File: config.mk
export PLATFORM = sky130hd
export DESIGN_NAME = cnn_test_sequencer
export DESIGN_NICKNAME = d
export VERILOG_FILES = /design/src/rtl/cnn_test_pkg.sv /design/src/rtl/cnn_test_sequencer_cycle_counter.sv /design/src/rtl/cnn_test_sequencer.sv
export SDC_FILE = /design/constraint.sdc
export NUM_CORES = 1
export LEC_CHECK = 0
export CORE_AREA = 2 2 196 198
export CTS_CLUSTER_DIAMETER = 40
export CTS_CLUSTER_SIZE = 12
export DETAILED_ROUTE_END_ITERATION = 7
export DIE_AREA = 0 0 198 200
export PLACE_DENSITY = 0.55
export SYNTH_ARGS = -nofsm -noshare
export SYNTH_HDL_FRONTEND = slang
export SYNTH_SLANG_ARGS = --single-unit
File: constraint.sdc
create_clock -name clk_i -period 3.1 [get_ports clk_i]
set_input_delay 0.465 -clock clk_i [delete_from_list [all_inputs] [get_ports clk_i]]
set_output_delay 0.465 -clock clk_i [all_outputs]
set_load 0.05 [all_outputs]
File: src/rtl/cnn_test_pkg.sv
// Shared types and default sizing for the CNN on-chip test sequencer.
package cnn_test_pkg;

  typedef enum logic [2:0] {
    ST_IDLE,
    ST_ARM,
    ST_WAIT,
    ST_CHECK,
    ST_HOLD,
    ST_REST,
    ST_DONE
  } cnn_test_state_e;

  localparam int CNN_OUT_WIDTH      = 160;
  localparam int DEF_NUM_TESTS      = 10;
  localparam int DEF_SETTLE_CYCLES  = 20;
  localparam int DEF_HOLD_CYCLES    = 3;
  localparam int DEF_REST_CYCLES    = 20;
  localparam int DEF_TIMEOUT_CYCLES = 4096;

  function automatic int max3(input int a, input int b, input int c);
    int m;
    m = (a > b) ? a : b;
    return (m > c) ? m : c;
  endfunction

endpackage

File: src/rtl/cnn_test_sequencer_cycle_counter.sv
// Loadable down-counter; stops at zero and flags it. Load wins over counting.
module cycle_counter #(
  parameter int WIDTH = 8
) (
  input  logic             clk_i,
  input  logic             reset_lower,
  input  logic             load,
  input  logic [WIDTH-1:0] load_val,
  output logic             zero_o
);

  logic [WIDTH-1:0] count;

  always_ff @(posedge clk_i or negedge reset_lower) begin
    if (!reset_lower) begin
      count <= '0;
    end else if (load) begin
      count <= load_val;
    end else if (count != '0) begin
      count <= count - WIDTH'(1);
    end
  end

  assign zero_o = (count == '0);

endmodule

File: src/rtl/cnn_test_sequencer.sv
// Hardware self-test: drives the CNN through NUM_TESTS inferences, checks each
// result against a 1-cycle synchronous expected-output ROM, and tallies results.
module cnn_test_sequencer
  import cnn_test_pkg::*;
#(
  parameter int DATA_WIDTH     = CNN_OUT_WIDTH,
  parameter int NUM_TESTS      = DEF_NUM_TESTS,
  parameter int SETTLE_CYCLES  = DEF_SETTLE_CYCLES,
  parameter int HOLD_CYCLES    = DEF_HOLD_CYCLES,
  parameter int REST_CYCLES    = DEF_REST_CYCLES,
  parameter int TIMEOUT_CYCLES = DEF_TIMEOUT_CYCLES,
  localparam int IW = (NUM_TESTS > 1) ? $clog2(NUM_TESTS) : 1,
  localparam int CW = $clog2(NUM_TESTS + 1)
) (
  input  logic                  clk_i,
  input  logic                  reset_lower,
  input  logic                  run_i,
  output logic                  begin_o,
  input  logic                  cnn_valid_i,
  input  logic [DATA_WIDTH-1:0] cnn_data_i,
  output logic [IW-1:0]         exp_addr_o,
  input  logic [DATA_WIDTH-1:0] exp_data_i,
  output logic                  busy_o,
  output logic                  done_o,
  output logic                  pass_o,
  output logic [CW-1:0]         pass_count_o,
  output logic [CW-1:0]         fail_count_o,
  output logic                  first_fail_valid_o,
  output logic [IW-1:0]         first_fail_idx_o,
  output logic                  timeout_o,
  output logic [DATA_WIDTH-1:0] last_result_o
);

  localparam int PW = $clog2(max3(SETTLE_CYCLES, HOLD_CYCLES, REST_CYCLES) + 1);
  localparam int TW = $clog2(TIMEOUT_CYCLES + 1);

  cnn_test_state_e state;
  logic            run_q, valid_q;
  logic            run_rise, valid_rise, last_test, wait_expired;
  logic            ph_load, ph_zero, to_load, to_zero;
  logic [PW-1:0]   ph_val;

  assign run_rise     = run_i & ~run_q;
  assign valid_rise   = cnn_valid_i & ~valid_q;
  assign last_test    = (exp_addr_o == IW'(NUM_TESTS - 1));
  assign wait_expired = (state == ST_WAIT) && to_zero && !valid_rise;
  assign to_load      = (state == ST_ARM) && ph_zero;

  // The phase counter is loaded on the same edge the state changes, so each
  // phase sees its own count from its first cycle.
  always_comb begin
    ph_load = 1'b0;
    ph_val  = PW'(SETTLE_CYCLES - 1);
    case (state)
      ST_IDLE:  ph_load = run_rise;
      ST_WAIT: begin
        ph_load = wait_expired;
        ph_val  = PW'(REST_CYCLES - 1);
      end
      ST_CHECK: begin
        ph_load = 1'b1;
        ph_val  = PW'(HOLD_CYCLES - 1);
      end
      ST_HOLD: begin
        ph_load = ph_zero;
        ph_val  = PW'(REST_CYCLES - 1);
      end
      ST_REST:  ph_load = ph_zero;
      default:  ph_load = 1'b0;
    endcase
  end

  cycle_counter #(.WIDTH(PW)) u_phase (
    .clk_i       (clk_i),
    .reset_lower (reset_lower),
    .load        (ph_load),
    .load_val    (ph_val),
    .zero_o      (ph_zero)
  );

  cycle_counter #(.WIDTH(TW)) u_timeout (
    .clk_i       (clk_i),
    .reset_lower (reset_lower),
    .load        (to_load),
    .load_val    (TW'(TIMEOUT_CYCLES - 1)),
    .zero_o      (to_zero)
  );

  always_ff @(posedge clk_i or negedge reset_lower) begin
    if (!reset_lower) begin
      state              <= ST_IDLE;
      run_q              <= 1'b0;
      valid_q            <= 1'b0;
      begin_o            <= 1'b0;
      exp_addr_o         <= '0;
      busy_o             <= 1'b0;
      done_o             <= 1'b0;
      pass_o             <= 1'b0;
      pass_count_o       <= '0;
      fail_count_o       <= '0;
      first_fail_valid_o <= 1'b0;
      first_fail_idx_o   <= '0;
      timeout_o          <= 1'b0;
      last_result_o      <= '0;
    end else begin
      run_q   <= run_i;
      valid_q <= cnn_valid_i;
      if (busy_o && !run_i) begin
        // Abort keeps partial results readable.
        state   <= ST_IDLE;
        begin_o <= 1'b0;
        busy_o  <= 1'b0;
      end else begin
        case (state)
          ST_IDLE: if (run_rise) begin
            state              <= ST_ARM;
            begin_o            <= 1'b1;
            busy_o             <= 1'b1;
            exp_addr_o         <= '0;
            pass_count_o       <= '0;
            fail_count_o       <= '0;
            first_fail_valid_o <= 1'b0;
            first_fail_idx_o   <= '0;
            timeout_o          <= 1'b0;
            last_result_o      <= '0;
          end
          ST_ARM: if (ph_zero) state <= ST_WAIT;
          ST_WAIT: begin
            if (valid_rise) begin
              last_result_o <= cnn_data_i;
              state         <= ST_CHECK;
            end else if (to_zero) begin
              fail_count_o       <= fail_count_o + CW'(1);
              timeout_o          <= 1'b1;
              first_fail_valid_o <= 1'b1;
              if (!first_fail_valid_o) first_fail_idx_o <= exp_addr_o;
              begin_o            <= 1'b0;
              state              <= ST_REST;
            end
          end
          ST_CHECK: begin
            if (last_result_o == exp_data_i) begin
              pass_count_o <= pass_count_o + CW'(1);
            end else begin
              fail_count_o       <= fail_count_o + CW'(1);
              first_fail_valid_o <= 1'b1;
              if (!first_fail_valid_o) first_fail_idx_o <= exp_addr_o;
            end
            state <= ST_HOLD;
          end
          ST_HOLD: if (ph_zero) begin
            begin_o <= 1'b0;
            state   <= ST_REST;
          end
          ST_REST: if (ph_zero) begin
            if (last_test) begin
              state  <= ST_DONE;
              busy_o <= 1'b0;
              done_o <= 1'b1;
              pass_o <= (fail_count_o == '0);
            end else begin
              exp_addr_o <= exp_addr_o + IW'(1);
              begin_o    <= 1'b1;
              state      <= ST_ARM;
            end
          end
          ST_DONE: if (!run_i) begin
            state  <= ST_IDLE;
            done_o <= 1'b0;
            pass_o <= 1'b0;
          end
          default: state <= ST_IDLE;
        endcase
      end
    end
  end

endmodule

==> metrics <==
TritonCTS Sinks 205; Synth top area share 52.46%; worst min-delay path class primary input to flop; die width 198 um; M1 WL 16030 um; clock-pin slew on the worst setup and hold paths 0.05 ns; Die Y-Extent 200 um; Async SR Flop Fraction 100.0%; Yosys reg bits 205; Vias/cell 4.619; post-synthesis sequential area ratio 52.46%; slowest CP cell nor4_2; Met3 Routed Length 3301 um; Critical Path End Type flop; XOR/XNOR share of the synthesized area 15.05%; clk root buf clkbuf_16; core footprint 37400 um^2; fin util 46.23%; # fillers 3532; Initial Util 26.14%; CTS tree yes; Initial DRT Pass Iterations 5; WS Path Type flop to flop; unique cell type count in the Yosys netlist 51; Final Power 16.52 mW; Synth Area per Inst 11.71 um^2; post-synthesis cell count 835; syn_nets 1167; Worst path max stage delay 0.56 ns; highest metal used met5; total CTS buffers 44; detailed-route DRC error count 0; CTS H-tree depth 2; WL met2 21770 um; area of the multi-input gates 4437 um^2; list of most frequent post-synthesis cells 205 x dfrtp_1, 161 x a22o_1, 161 x xor2_1; layout cell share with drive strength beyond 1 9.213%; worst slew pin tran 0.6825 ns; most common cell in the netlist dfrtp_1; Final Max Slew Viols 0; total track usage 20.87%; PwrDens 955.3 nW/um^2; crit path cell chain xor2_1 -> nor4_2 -> buf_4 -> nand4_1 -> nor4_1 -> and3_1 -> buf_12 -> nor2_4 -> a41o_1; critical path peak fanout 9; clk_lat worst skew 0.55 ns; via count 8891; Ys Warns 0; die area 39600 um^2; cell taking the most area after synthesis dfrtp_1; Area Growth Syn to Fin 76.81%; Max VDD drop 0.4481 mV; detail-routed net length per standard cell 22.02 um; Final Skew 0.02010 ns; Overflow after GRT 0; # Max-Cap Violations 0; crit path buf inv count 2; CTS max path bufs 3; largest family of logic cells by synthesized area compound AO/OA/AOI/OAI gates; initial drt markers 402; pin count of the biggest net entering global routing 86; CP top delay family simple AND/OR/NAND/NOR gates; critical path required time 3.53 ns; Synth Area in Simple Gates 9.072%; post-synthesis adder-cell area fraction 1.024%; EDFF count, synth 0; final net count 1713; row cnt 71; Placed Instances 1845; post-route setup TNS 0 ns; Pleak 7.652 nW; main area contributors after synthesis dfrtp_1 52%, a22o_1 14%, xor2_1 14%; Relative slew margins 54.08%; dpl hpwl 32790 um; vias in the first global route 9280; total area of sequential cells 5130 um^2; RSZ-0062 raised after global routing no; critical path startpoint category flop; initial antenna violation count 7; antenna-violating nets left 0; Total Wirelength 42400 um; Tmin final 2.853 ns; first-pass GRT wire length 60090 um; synthesized area 9778 um^2; fmax 0.3506 GHz; most used flip-flop cell after synthesis dfrtp_1; crit path DAT 3.29 ns; Final Hold Viols 0; status finished, final reports clean; Final Non-Filler Cells 1925; RePlAce Congestion 0.8251; Final Cycle Share 92.02%; IO Port Bufs 505; I/O pin count 506; final setup fails 0; mux share of post-synthesis cell area 0.8957%; complex-gate fraction of the synthesized area 18.94%
-- logic make-up (layout without fill, tap and decap cells) --
kind of cell | count (synthesis) | count (layout)
fa+ha+maj | 8 | 8
mux | 8 | 8
buf+inv | 61 | 637
flops | 205 | 205
xor+xnor | 168 | 168
simple gates | 160 | 160
other cells | 0 | 3
compound gates | 225 | 225
-- power breakdown --
part / total [mW] / leakage, nW / internal (mW) / switching, mW
clock network: 5.01 / 0.750 / 3.48 / 1.53
logic: 7.17 / 4.12 / 2.72 / 4.45
registers: 4.34 / 2.78 / 3.46 / 0.880
-- registers in the layout, indices dropped and copies added, names as in the netlist, 3 cells and up --
name,count
u_timeout.count,13
u_phase.count,5
fail_count_o,4
first_fail_idx_o,4
last_result_o,160
pass_count_o,4
state,3
exp_addr_o,4
-- stage by stage --
step	hold WS, ns	worst slack, ns	area, um^2
2_1_floorplan	0.1694	0.7620	9778
3_3_place_gp	0.5056	-0.5960	15690
3_5_place_dp	0.5021	-0.6105	15690
4_1_cts	0.3566	0.03797	17270
5_1_grt	0.3574	0.03735	17280
6_report	0.4011	0.2474	17290
-- timing repair --
item                                   in CTS  in global routing
hold buffers                                1                  0
endpoints found under the hold margin      72                  0
gates resized for setup                     2                  2
setup endpoints to repair                  13                  1
gates cloned                                0                  0
setup buffers                               0                  0
-- layer usage --
layer  vias to the layer above  global-route usage (%)
met1                      4298                   23.23
met3                        67                   7.628
met5                         -                       0
li1                       4191                       -
met2                       329                   36.88
met4                         6                   7.101
-- final timing paths --
kind,from,end,slack [ns],cells past startpoint
max,last_result_o[46]$_DFFE_PN0P_,first_fail_idx_o[2]$_DFFE_PN0P_,0.25,9
min,cnn_valid_i,valid_q$_DFF_PN0_,0.40,1
max reg2reg,last_result_o[46]$_DFFE_PN0P_,first_fail_idx_o[2]$_DFFE_PN0P_,0.25,9
min reg2reg,u_timeout.count[10]$_DFFE_PN0P_,u_timeout.count[10]$_DFFE_PN0P_,0.52,2
max in group asynchronous,reset_lower,last_result_o[56]$_DFFE_PN0P_,1.70,3
min in group asynchronous,reset_lower,fail_count_o[0]$_DFFE_PN0P_,0.49,2
-- layout make-up --
class	instances	area share [%]
sequential	205	29.67
multi-input combinational	569	25.66
timing repair buffer	548	31.65
inverter	13	0.2822
tap	511	3.698
antenna	3	0.04342
clock buffer	57	7.005
clock inverter	19	1.983
-- layout by cell type, fill, tap and decap left out, types with 4 or more instances in the layout --
| master | count |
|---|---|
| nand2b_1 | 7 |
| nor3_1 | 14 |
| ha_1 | 8 |
| a41o_1 | 5 |
| o31a_1 | 5 |
| o21ai_0 | 14 |
| nor4_2 | 4 |
| and3_1 | 6 |
| clkdlybuf4s50_1 | 504 |
| buf_12 | 7 |
| a21oi_1 | 13 |
| dfrtp_1 | 205 |
| nor2_1 | 26 |
| a22o_1 | 161 |
| nand4_1 | 9 |
| inv_1 | 13 |
| clkbuf_1 | 8 |
| nor4_1 | 40 |
| buf_4 | 35 |
| nor2b_1 | 8 |
| bufinv_16 | 9 |
| mux2_2 | 6 |
| nand2_1 | 20 |
| xnor2_1 | 7 |
| xor2_1 | 161 |
| inv_6 | 4 |
| clkbuf_16 | 45 |
| clkbuf_8 | 4 |
| nand3_1 | 9 |
No activity file was read; power rests on OpenSTA's default activity.
